### config.mk
export PLATFORM = sky130hd
export DESIGN_NAME = writeback_arbiter
export DESIGN_NICKNAME = d
export VERILOG_FILES = /design/src/rtl/writeback_arbiter.sv
export SDC_FILE = /design/constraint.sdc
export NUM_CORES = 1
export LEC_CHECK = 0
export BUFFER_PORTS_ARGS = -buffer_cell sky130_fd_sc_hd__buf_2
export CORE_MARGIN = 5
export CORE_UTILIZATION = 50
export DETAILED_ROUTE_END_ITERATION = 10
export PLACE_DENSITY = 0.71
export SKIP_LAST_GASP = 1
export SLEW_MARGIN = 20
export SYNTH_ARGS = -nofsm -noshare
export SYNTH_HDL_FRONTEND = slang
export SYNTH_SLANG_ARGS = --single-unit
### constraint.sdc
create_clock -name clock -period 5.97 [get_ports clock]
set_input_delay 1.4925 -clock clock [delete_from_list [all_inputs] [get_ports clock]]
set_output_delay 1.4925 -clock clock [all_outputs]
set_load 0.02 [all_outputs]
### src/rtl/writeback_arbiter.sv
// Single register_file write port shared by the in-order pipeline writeback and
// a small FIFO of late results, with pending-register mask and forwarding lookup.
module writeback_arbiter #(
  parameter int DEPTH = 4,
  parameter int PTR_W = 2
) (
  input  logic        clock,
  input  logic        reset,
  input  logic        pipe_write_enable,
  input  logic [4:0]  pipe_write_address,
  input  logic [31:0] pipe_write_data,
  input  logic        late_valid,
  output logic        late_ready,
  input  logic [4:0]  late_address,
  input  logic [31:0] late_data,
  output logic        write_enable,
  output logic [4:0]  write_address,
  output logic [31:0] write_data,
  output logic [31:0] pending_mask,
  input  logic [4:0]  query_address,
  output logic        query_hit,
  output logic [31:0] query_data
);

  logic [4:0]       entry_addr [DEPTH];
  logic [31:0]      entry_data [DEPTH];
  logic [DEPTH-1:0] entry_live;
  logic [PTR_W-1:0] head;
  logic [PTR_W-1:0] tail;
  logic [PTR_W:0]   count;
  logic [PTR_W:0]   count_nxt;
  logic [PTR_W-1:0] slot;

  logic pipe_hit;
  logic late_fire;
  logic push;
  logic not_empty;
  logic head_live;
  logic pop;

  assign late_ready = count < (PTR_W+1)'(DEPTH);
  assign pipe_hit   = pipe_write_enable && (pipe_write_address != 5'd0);
  assign late_fire  = late_valid && late_ready;
  // Writes to r0 complete the handshake but are dropped here.
  assign push       = late_fire && (late_address != 5'd0);
  assign not_empty  = count != '0;
  assign head_live  = not_empty && entry_live[head];
  // A dead head always leaves; a live head only leaves when the pipe is idle.
  assign pop        = not_empty && !(head_live && pipe_hit);

  always_comb begin
    count_nxt = count;
    if (push && !pop) begin
      count_nxt = count + (PTR_W+1)'(1);
    end else if (pop && !push) begin
      count_nxt = count - (PTR_W+1)'(1);
    end
  end

  // NOTE: sequential state uses non-blocking assignments so every flop samples
  // pre-edge values; later assignments to the same live bit take precedence.
  always_ff @(posedge clock) begin
    if (!reset) begin
      head       <= '0;
      tail       <= '0;
      count      <= '0;
      entry_live <= '0;
    end else begin
      // The pipe write is younger than everything buffered, so it kills matches.
      for (int i = 0; i < DEPTH; i++) begin
        if (pipe_hit && (entry_addr[i] == pipe_write_address)) begin
          entry_live[i] <= 1'b0;
        end
      end
      if (pop) begin
        entry_live[head] <= 1'b0;
        head             <= head + PTR_W'(1);
      end
      if (push) begin
        entry_live[tail] <= !(pipe_hit && (late_address == pipe_write_address));
        tail             <= tail + PTR_W'(1);
      end
      count <= count_nxt;
    end
  end

  // NOTE: the payload storage is deliberately not reset; the live bits alone
  // decide whether an entry means anything.
  always_ff @(posedge clock) begin
    if (push) begin
      entry_addr[tail] <= late_address;
      entry_data[tail] <= late_data;
    end
  end

  always_ff @(posedge clock) begin
    if (!reset) begin
      write_enable  <= 1'b0;
      write_address <= '0;
      write_data    <= '0;
    end else if (pipe_hit) begin
      write_enable  <= 1'b1;
      write_address <= pipe_write_address;
      write_data    <= pipe_write_data;
    end else if (head_live) begin
      write_enable  <= 1'b1;
      write_address <= entry_addr[head];
      write_data    <= entry_data[head];
    end else begin
      write_enable  <= 1'b0;
    end
  end

  // NOTE: every output of this block gets a default first so no latch is inferred.
  // Walking oldest to newest lets the newest match overwrite older ones.
  always_comb begin
    pending_mask = '0;
    query_hit    = 1'b0;
    query_data   = '0;
    slot         = head;
    for (int i = 0; i < DEPTH; i++) begin
      slot = head + PTR_W'(i);
      if (entry_live[slot]) begin
        pending_mask[entry_addr[slot]] = 1'b1;
        if ((query_address != 5'd0) && (entry_addr[slot] == query_address)) begin
          query_hit  = 1'b1;
          query_data = entry_data[slot];
        end
      end
    end
    pending_mask[0] = 1'b0;
  end

endmodule

==> metrics.md, run 1 <==
| Metric | Value |
|---|---|
| Distinct cells, synth | `59` |
| PnR Total Power | `5.82 mW` |
| Drt first pass iters | `5` |
| Post-route ant nets | `0` |
| Synthesized area | `0.0131 mm2` |
| Cell taking the most area after synthesis | `edfxtp_1` |
| Largest net degree at the start of global routing | `118` |
| CP arrival | `4160 ps` |
| Core Footprint | `0.0260 mm2` |
| Die Span Y | `172 um` |
| Family with the most delay on the worst path | `simple AND/OR/NAND/NOR gates` |
| Buf+Inv Stages, Crit Path | `2` |
| Boundary pin count | `187` |
| Cts repair resizes | `0` |
| Slew HR | `29.2%` |
| CP Launch Point | `head[1]$_SDFFE_PN0P_` |
| Worst-Skew Late Latency | `440 ps` |
| Placed cells | `1627` |
| Syn nets | `1275` |
| Gr ovfl total | `0` |
| CP Launch Type | `register` |
| DRC viols | `0` |
| Internal reg-to-reg setup slack | `2790 ps` |
| Root Buffer | `clkbuf_16` |
| Starting Density | `50.6%` |
| Post-synth top flop | `edfxtp_1` |
| Synth warn | `0` |
| RSZ-0062 raised after global routing | `false` |
| Htree depth | `4` |
| Type of the worst setup path | `reg -> out` |
| CP max stage delay | `740 ps` |
| WL final | `40500 um` |
| Synth top area share | `33.8%` |
| Clk_skew | `13.3 ps` |
| Status | `finished, final reports clean` |
| Clk slew on worst S/H paths | `80 ps` |
| Nets | `1404` |
| Vias | `10956` |
| Final setup fails | `0` |
| Fmax | `177 MHz` |
| GP Congestion | `0.954` |
| Hold_buf cts | `0` |
| Die X-Extent | `172 um` |
| Reg2reg end | `count[2]$_SDFFE_PN0P_` |
| P_leak | `5.12 nW` |
| Hold crit path type | `reg -> reg` |
| Fin cells | `1661` |
| Post-Synthesis Cells | `1182` |
| First-pass GRT wire length | `61900 um` |
| Site Rows | `59` |
| Share of layout cells above drive strength 1 | `29.2%` |
| Worst R2R Path Depth | `10` |
| CTS buffer count | `17` |
| CP Capture Type | `output pin` |
| Vias in the first global route | `10502` |
| Total GRT Usage | `27.1%` |
| WL/cell | `24.4 um` |
| Max cap viols | `0` |
| Critical path cell sequence | `inv_1 > ha_4 > mux4_2 > xnor2_1 > nand4_1 > nor4b_4 > or2_2 > o221ai_1 > buf_2` |
| Vias/cell | `6.60` |
| Worst-Margin Slew | `1060 ps` |
| DIE AREA | `0.0296 mm2` |
| PD cells | `392 mW/mm2` |
| VDD IR-drop max | `0.276 mV` |
| Iter 0 DRT Violations | `1331` |
| CP max FO | `32` |
| Synth area leaders | `edfxtp_1 (34%), mux4_2 (14%), dfxtp_1 (7.8%)` |
| Sequential area share after synthesis | `41.6%` |
| WP depth | `9` |
| Setup tns final | `0 ps` |
| Initial antenna violation count | `5` |
| Area delta synth->final | `13.0%` |
| Post-CTS setup buffer count | `0` |
| WP data required | `4480 ps` |
| Post-synthesis average cell area | `11.1 um2` |
| DP HPWL | `27500 um` |
| Async set-reset flop share out of synthesis | `0%` |
| Final Hold Fails | `0` |
| Max-slew violations | `0` |
| Flops & latches, synth | `199` |
| Filler Cells Inserted | `2186` |
| Period utilisation layout | `94.6%` |
| Clk buf depth | `2` |
| CTS sink cnt | `199` |
| EDFF count, synth | `148` |
| Min Tclk post-route | `5650 ps` |
| CTS tree | `done` |
| Critical R2R Launch | `head[0]$_SDFFE_PN0P_` |
| Crit path to | `query_data[15]` |
| I/O Buffers | `185` |
| Critical path's slowest cell | `or2_2` |
-- worst min path at each step --
stage / from / end / slack, ps / depth (start not counted)
2_1_floorplan: count[2]$_SDFFE_PN0P_ / count[2]$_SDFFE_PN0P_ / 470 / 2
3_3_place_gp: write_data[1]$_SDFFE_PN0P_ / write_data[1]$_SDFFE_PN0P_ / 480 / 2
3_5_place_dp: write_data[1]$_SDFFE_PN0P_ / write_data[1]$_SDFFE_PN0P_ / 490 / 2
4_1_cts: write_data[1]$_SDFFE_PN0P_ / write_data[1]$_SDFFE_PN0P_ / 500 / 2
5_1_grt: write_data[1]$_SDFFE_PN0P_ / write_data[1]$_SDFFE_PN0P_ / 520 / 2
6_report: write_data[1]$_SDFFE_PN0P_ / write_data[1]$_SDFFE_PN0P_ / 500 / 2
-- cell families after synthesis --
group                      share of synthesized area [%]
buffers and inverters                               4.07
and+or+nand+nor                                     13.0
xor gates and xnor gates                            3.40
AOI/OAI and AO/OA                                   12.9
muxes                                               24.0
other                                             0.0285
DFF                                                 41.6
adders and majority gates                           1.01
-- sequential cells by signal, summed over array words and instances (netlist names), named ones only --
register,cells
count,3
entry_addr,20
entry_data,128
entry_live,4
head,2
tail,2
write_address,5
write_data,32
write_enable,1
-- layout make-up --
cell class	count	area, um2	area share (%)
multi-input combinational	863	7200	48.5
clock inverter	13	138	0.927
timing repair buffer	208	1100	7.40
tap	335	419	2.82
inverter	22	82.6	0.556
antenna	2	5.00	0.0337
sequential	199	5470	36.9
clock buffer	19	433	2.92
-- cell usage in the layout, fill, tap and decap left out, drive strengths merged, types with 7 or more instances in the layout --
cell type	netlist	routed
xor2	15	15
ha	9	9
nor3b	30	30
buf	46	208
a21oi	8	8
inv	21	27
nand3	21	21
clkbuf	52	19
o21ai	44	44
mux4	80	80
edfxtp	148	148
nor2	79	79
or4	8	8
nand2b	8	8
a22oi	14	14
mux2i	83	83
o22ai	10	10
o211ai	27	27
a221o	7	7
nand2	179	179
nor3	10	10
dfxtp	51	51
clkinv	1	7
a311oi	37	37
xnor2	36	36
o221ai	50	50
nor2b	7	7
mux2	44	44
-- synth_stat cells (6+ instances only) --
| cell | instances |
|---|---|
| mux2_2 | 42 |
| or3_1 | 6 |
| ha_1 | 9 |
| nand4_1 | 6 |
| o21a_1 | 6 |
| buf_2 | 16 |
| nand3_1 | 21 |
| xnor2_1 | 36 |
| a311oi_1 | 37 |
| nor3b_1 | 30 |
| o21ai_0 | 43 |
| o22ai_1 | 10 |
| inv_1 | 19 |
| a221o_1 | 7 |
| mux4_2 | 80 |
| o211ai_1 | 27 |
| a21oi_1 | 7 |
| o221ai_1 | 50 |
| clkbuf_1 | 52 |
| a22oi_1 | 14 |
| nor2b_1 | 7 |
| nand2b_1 | 8 |
| buf_6 | 6 |
| nand2_1 | 179 |
| or4_1 | 8 |
| buf_1 | 19 |
| mux2i_1 | 79 |
| dfxtp_1 | 51 |
| nor3_1 | 9 |
| nor2_1 | 79 |
| edfxtp_1 | 148 |
| xor2_1 | 15 |
-- through the flow --
stage               hold slack [ps]  worst slack [ps]  util (%)  cell area [um2]
floorplan                       472               397         -            13100
global placement                482               681      54.9            14300
detailed placement              488               571      54.9            14300
CTS                             500               365      57.1            14800
global route                    517              94.8      57.1            14800
finish                          495               322      57.1            14800
-- layer usage --
metal	wire [um]	part of all wire (%)	track usage [%]
met4	937	2.3	8.75
met3	4140	10	5.35
met2	18800	46	43.1
met5	34	0.084	0
met1	16600	41	37.8
-- report_power, final --
group / internal, mW / leakage (nW) / switching [mW]
combinational: 1.12 / 3.07 / 1.77
clock: 0.556 / 0.275 / 0.565
sequential: 1.66 / 1.78 / 0.139
total: 3.34 / 5.12 / 2.48
-- tightest hold or removal path, cell delays in order, from the launching register on --
cell and delay (ps):
dfxtp_1 310, nor2_1 90, a311oi_1 50
Note: power is estimated with default switching activity, not from simulation.
==> inputs of run 2 (changes only) <==
Clock period 5.97 ns to 6.4 ns, I/O delays scaled along.
==> run 2 against run 1 <==
Count of clock-buffer cells in the layout shrank 2. Sequential power shrank 6%. Core utilization grew 0.34 points. Clock power grew 4%. Clock skew grew 3.8 ps. Design area grew 0.60%. Global-route usage shrank 0.78 points. Worst hold slack is essentially flat. Wire length shrank 2.9%. Via count shrank 0.71%. Critical path type unchanged.
==> metrics.md, run 2 (synthesis results as in run 1) <==
| Metric | Value |
|---|---|
| Most common cell after layout, fill and taps aside | `buf_2` |
| Area delta synth->final | `13.6%` |
| Post-CTS setup buffer count | `0 (unchanged)` |
| Hold_buf cts | `0 (unchanged)` |
| Hold crit path type | `reg -> reg` |
| CP Capture Type | `output pin` |
| Vias | `10878 (-0.71%)` |
| CP max FO | `32 (unchanged)` |
| WL/cell | `23.7 um (-2.8%)` |
| Core Util, Final | `57.5% (+0.34 points)` |
| Clk_skew | `17.1 ps (+3.82 ps)` |
| Sequential Power Share | `30.6% (-0.4 points)` |
| Root Buffer | `clkbuf_16` |
| WL final | `39300 um (-2.9%)` |
| Vias in the first global route | `10512 (+0.095%)` |
| Most frequent cells in the layout | `buf_2 (185), nand2_1 (179), edfxtp_1 (148), mux4_2 (80)` |
| PnR Total Power | `5.53 mW (-5.0%)` |
| VDD IR-drop max | `0.254 mV (-8.2%)` |
| Comb pwr share | `48.4% (-1.3 points)` |
| P_leak | `5.16 nW (+0.68%)` |
| Total GRT Usage | `26.3% (-0.78 points)` |
| DP HPWL | `26300 um (-4.2%)` |
| Clock Power Share | `21.1% (+1.8 points)` |
| Site Rows | `59 (unchanged)` |
| Nets | `1402 (-0.14%)` |
| Fmax | `169 MHz` |
| I/O Buffers | `185 (unchanged)` |
| Boundary pin count | `187 (unchanged)` |
| Hold path depth | `2 (unchanged)` |
| Gr ovfl total | `0 (unchanged)` |
| Worst-Margin Slew | `1030 ps (-30.4 ps)` |
| Final Hold Fails | `0 (unchanged)` |
| Period utilisation layout | `92.6%` |
| CP arrival | `4330 ps (+170 ps)` |
| Status | `finished, final reports clean` |
| FF/Latch Area | `0.00547 mm2 (unchanged)` |
| Multi-input combinational cell area | `0.00720 mm2 (unchanged)` |
| Filler Cells Inserted | `2177 (-0.41%)` |
| CP Launch Type | `register` |
| DIE AREA | `0.0296 mm2 (unchanged)` |
| CTS tree | `done` |
| Slew HR | `31.2% (+2.0 points)` |
| Place WS | `902 ps (+331 ps)` |
| Vias/cell | `6.55 (-0.65%)` |
| CTS buffer count | `17 (unchanged)` |
| Internal reg-to-reg setup slack | `3280 ps (+490 ps)` |
| Post-route cell area | `0.0149 mm2 (+0.60%)` |
| Type of the worst setup path | `reg -> out` |
| Worst Min Path Start | `write_data[5]$_SDFFE_PN0P_` |
| Die Span Y | `172 um (unchanged)` |
| Max cap viols | `0 (unchanged)` |
| CTS sink cnt | `199 (unchanged)` |
| Die X-Extent | `172 um (unchanged)` |
| Worst R2R Path Depth | `10 (unchanged)` |
| Largest register FFs | `128 (unchanged)` |
| Share of layout cells above drive strength 1 | `29.3% (+0.044 points)` |
| Reg2reg end | `count[2]$_SDFFE_PN0P_` |
| Max-slew violations | `0 (unchanged)` |
| WP data required | `4800 ps (+320 ps)` |
| PD cells | `370 mW/mm2 (-5.6%)` |
| Core Footprint | `0.0260 mm2 (unchanged)` |
| Internal Dissipation | `3.18 mW (-4.7%)` |
| Setup ws final | `471 ps (+149 ps)` |
| Largest regs | `entry_data x128, write_data x32, entry_addr x20` |
| First-pass GRT wire length | `60100 um (-2.9%)` |
| Largest net degree at the start of global routing | `118 (unchanged)` |
| Initial antenna violation count | `4 (-1)` |
| RSZ-0062 raised after global routing | `false` |
| Clk slew on worst S/H paths | `80 ps (about the same)` |
| Min Tclk post-route | `5930 ps` |
| Critical R2R Launch | `head[1]$_SDFFE_PN0P_` |
| Drt first pass iters | `5 (unchanged)` |
| Final setup fails | `0 (unchanged)` |
| Starting Density | `50.6% (unchanged)` |
| GP Congestion | `0.998 (+4.6%)` |
| Most flops, register | `entry_data` |
| Cts repair resizes | `0 (unchanged)` |
| Clk buf depth | `2 (unchanged)` |
| Setup tns final | `0 ps (unchanged)` |
| Iter 0 DRT Violations | `999 (-25%)` |
| Placed Area | `0.0143 mm2 (about the same)` |
| Hold worst-path end | `write_data[5]$_SDFFE_PN0P_` |
| Worst-Skew Late Latency | `450 ps (about the same)` |
| DRC viols | `0 (unchanged)` |
| Sw Pwr | `2.34 mW (-5.4%)` |
| Sw frac | `42.4% (-0.19 points)` |
| Htree depth | `4 (unchanged)` |
| Post-route ant nets | `0 (unchanged)` |
==> run 2: cell types whose count changed in the layout (fill, tap and decap cells not counted), sizes merged <==
cell and delta:
diode +1, clkinv -1, bufinv +1, inv +3
clkbuf -2, buf -2, clkinvlp -1
==> run 2: critical path: stages, from the launching register on <==
cell and delay [ps]:
dfxtp_4 630, inv_1 180, ha_4 550, mux4_2 610, xnor2_1 170, nand4_1 170, nor4b_4 290, or2_2 720
o221ai_1 310, buf_2 230
==> run 2: cell type report <==
| class | instances | area share, % |
|---|---|---|
| Clock buffer | 17 | 2.85 |
| Clock inverter | 15 | 1.54 |
| Tap cell | 335 | 2.81 |
| Inverter | 22 | 0.553 |
| Multi-Input combinational cell | 863 | 48.2 |
| Timing Repair Buffer | 206 | 7.36 |
| Antenna cell | 3 | 0.0503 |
| Sequential cell | 199 | 36.6 |
==> run 2: stage by stage <==
stage / std cells / hold slack (ps)
CTS: 1657 / 503
finish: 1660 / 496
global placement: 1625 / 483
floorplan: 1182 / 472
detailed placement: 1625 / 491
global route: 1660 / 517
==> run 2: worst max path at each step <==
stage	from	to	slack, ps	depth (start not counted)
global placement	query_address[0]	query_data[24]	950	8
floorplan	head[0]$_SDFFE_PN0P_	query_data[0]	720	17
CTS	head[0]$_SDFFE_PN0P_	query_data[3]	480	9
detailed placement	query_address[0]	query_data[3]	900	8
finish	head[0]$_SDFFE_PN0P_	query_data[30]	470	9
global route	head[0]$_SDFFE_PN0P_	query_data[27]	200	9
==> run 2: routing by layer <==
metal | global-route usage, % | wire length (um)
met1 | 36.0 | 16100
met2 | 42.7 | 18600
met3 | 4.98 | 3740
met4 | 8.54 | 872
met5 | 0 | 13
==> run 2: power by group through the flow <==
stage	logic (mW)	clock network [mW]	registers, mW
after floorplan	1.97	0	1.71
after global placement	2.59	0	1.71
after detailed placement	2.62	0	1.72
after CTS	2.63	1.18	1.69
after global routing	2.87	1.23	1.71
final	2.67	1.17	1.69
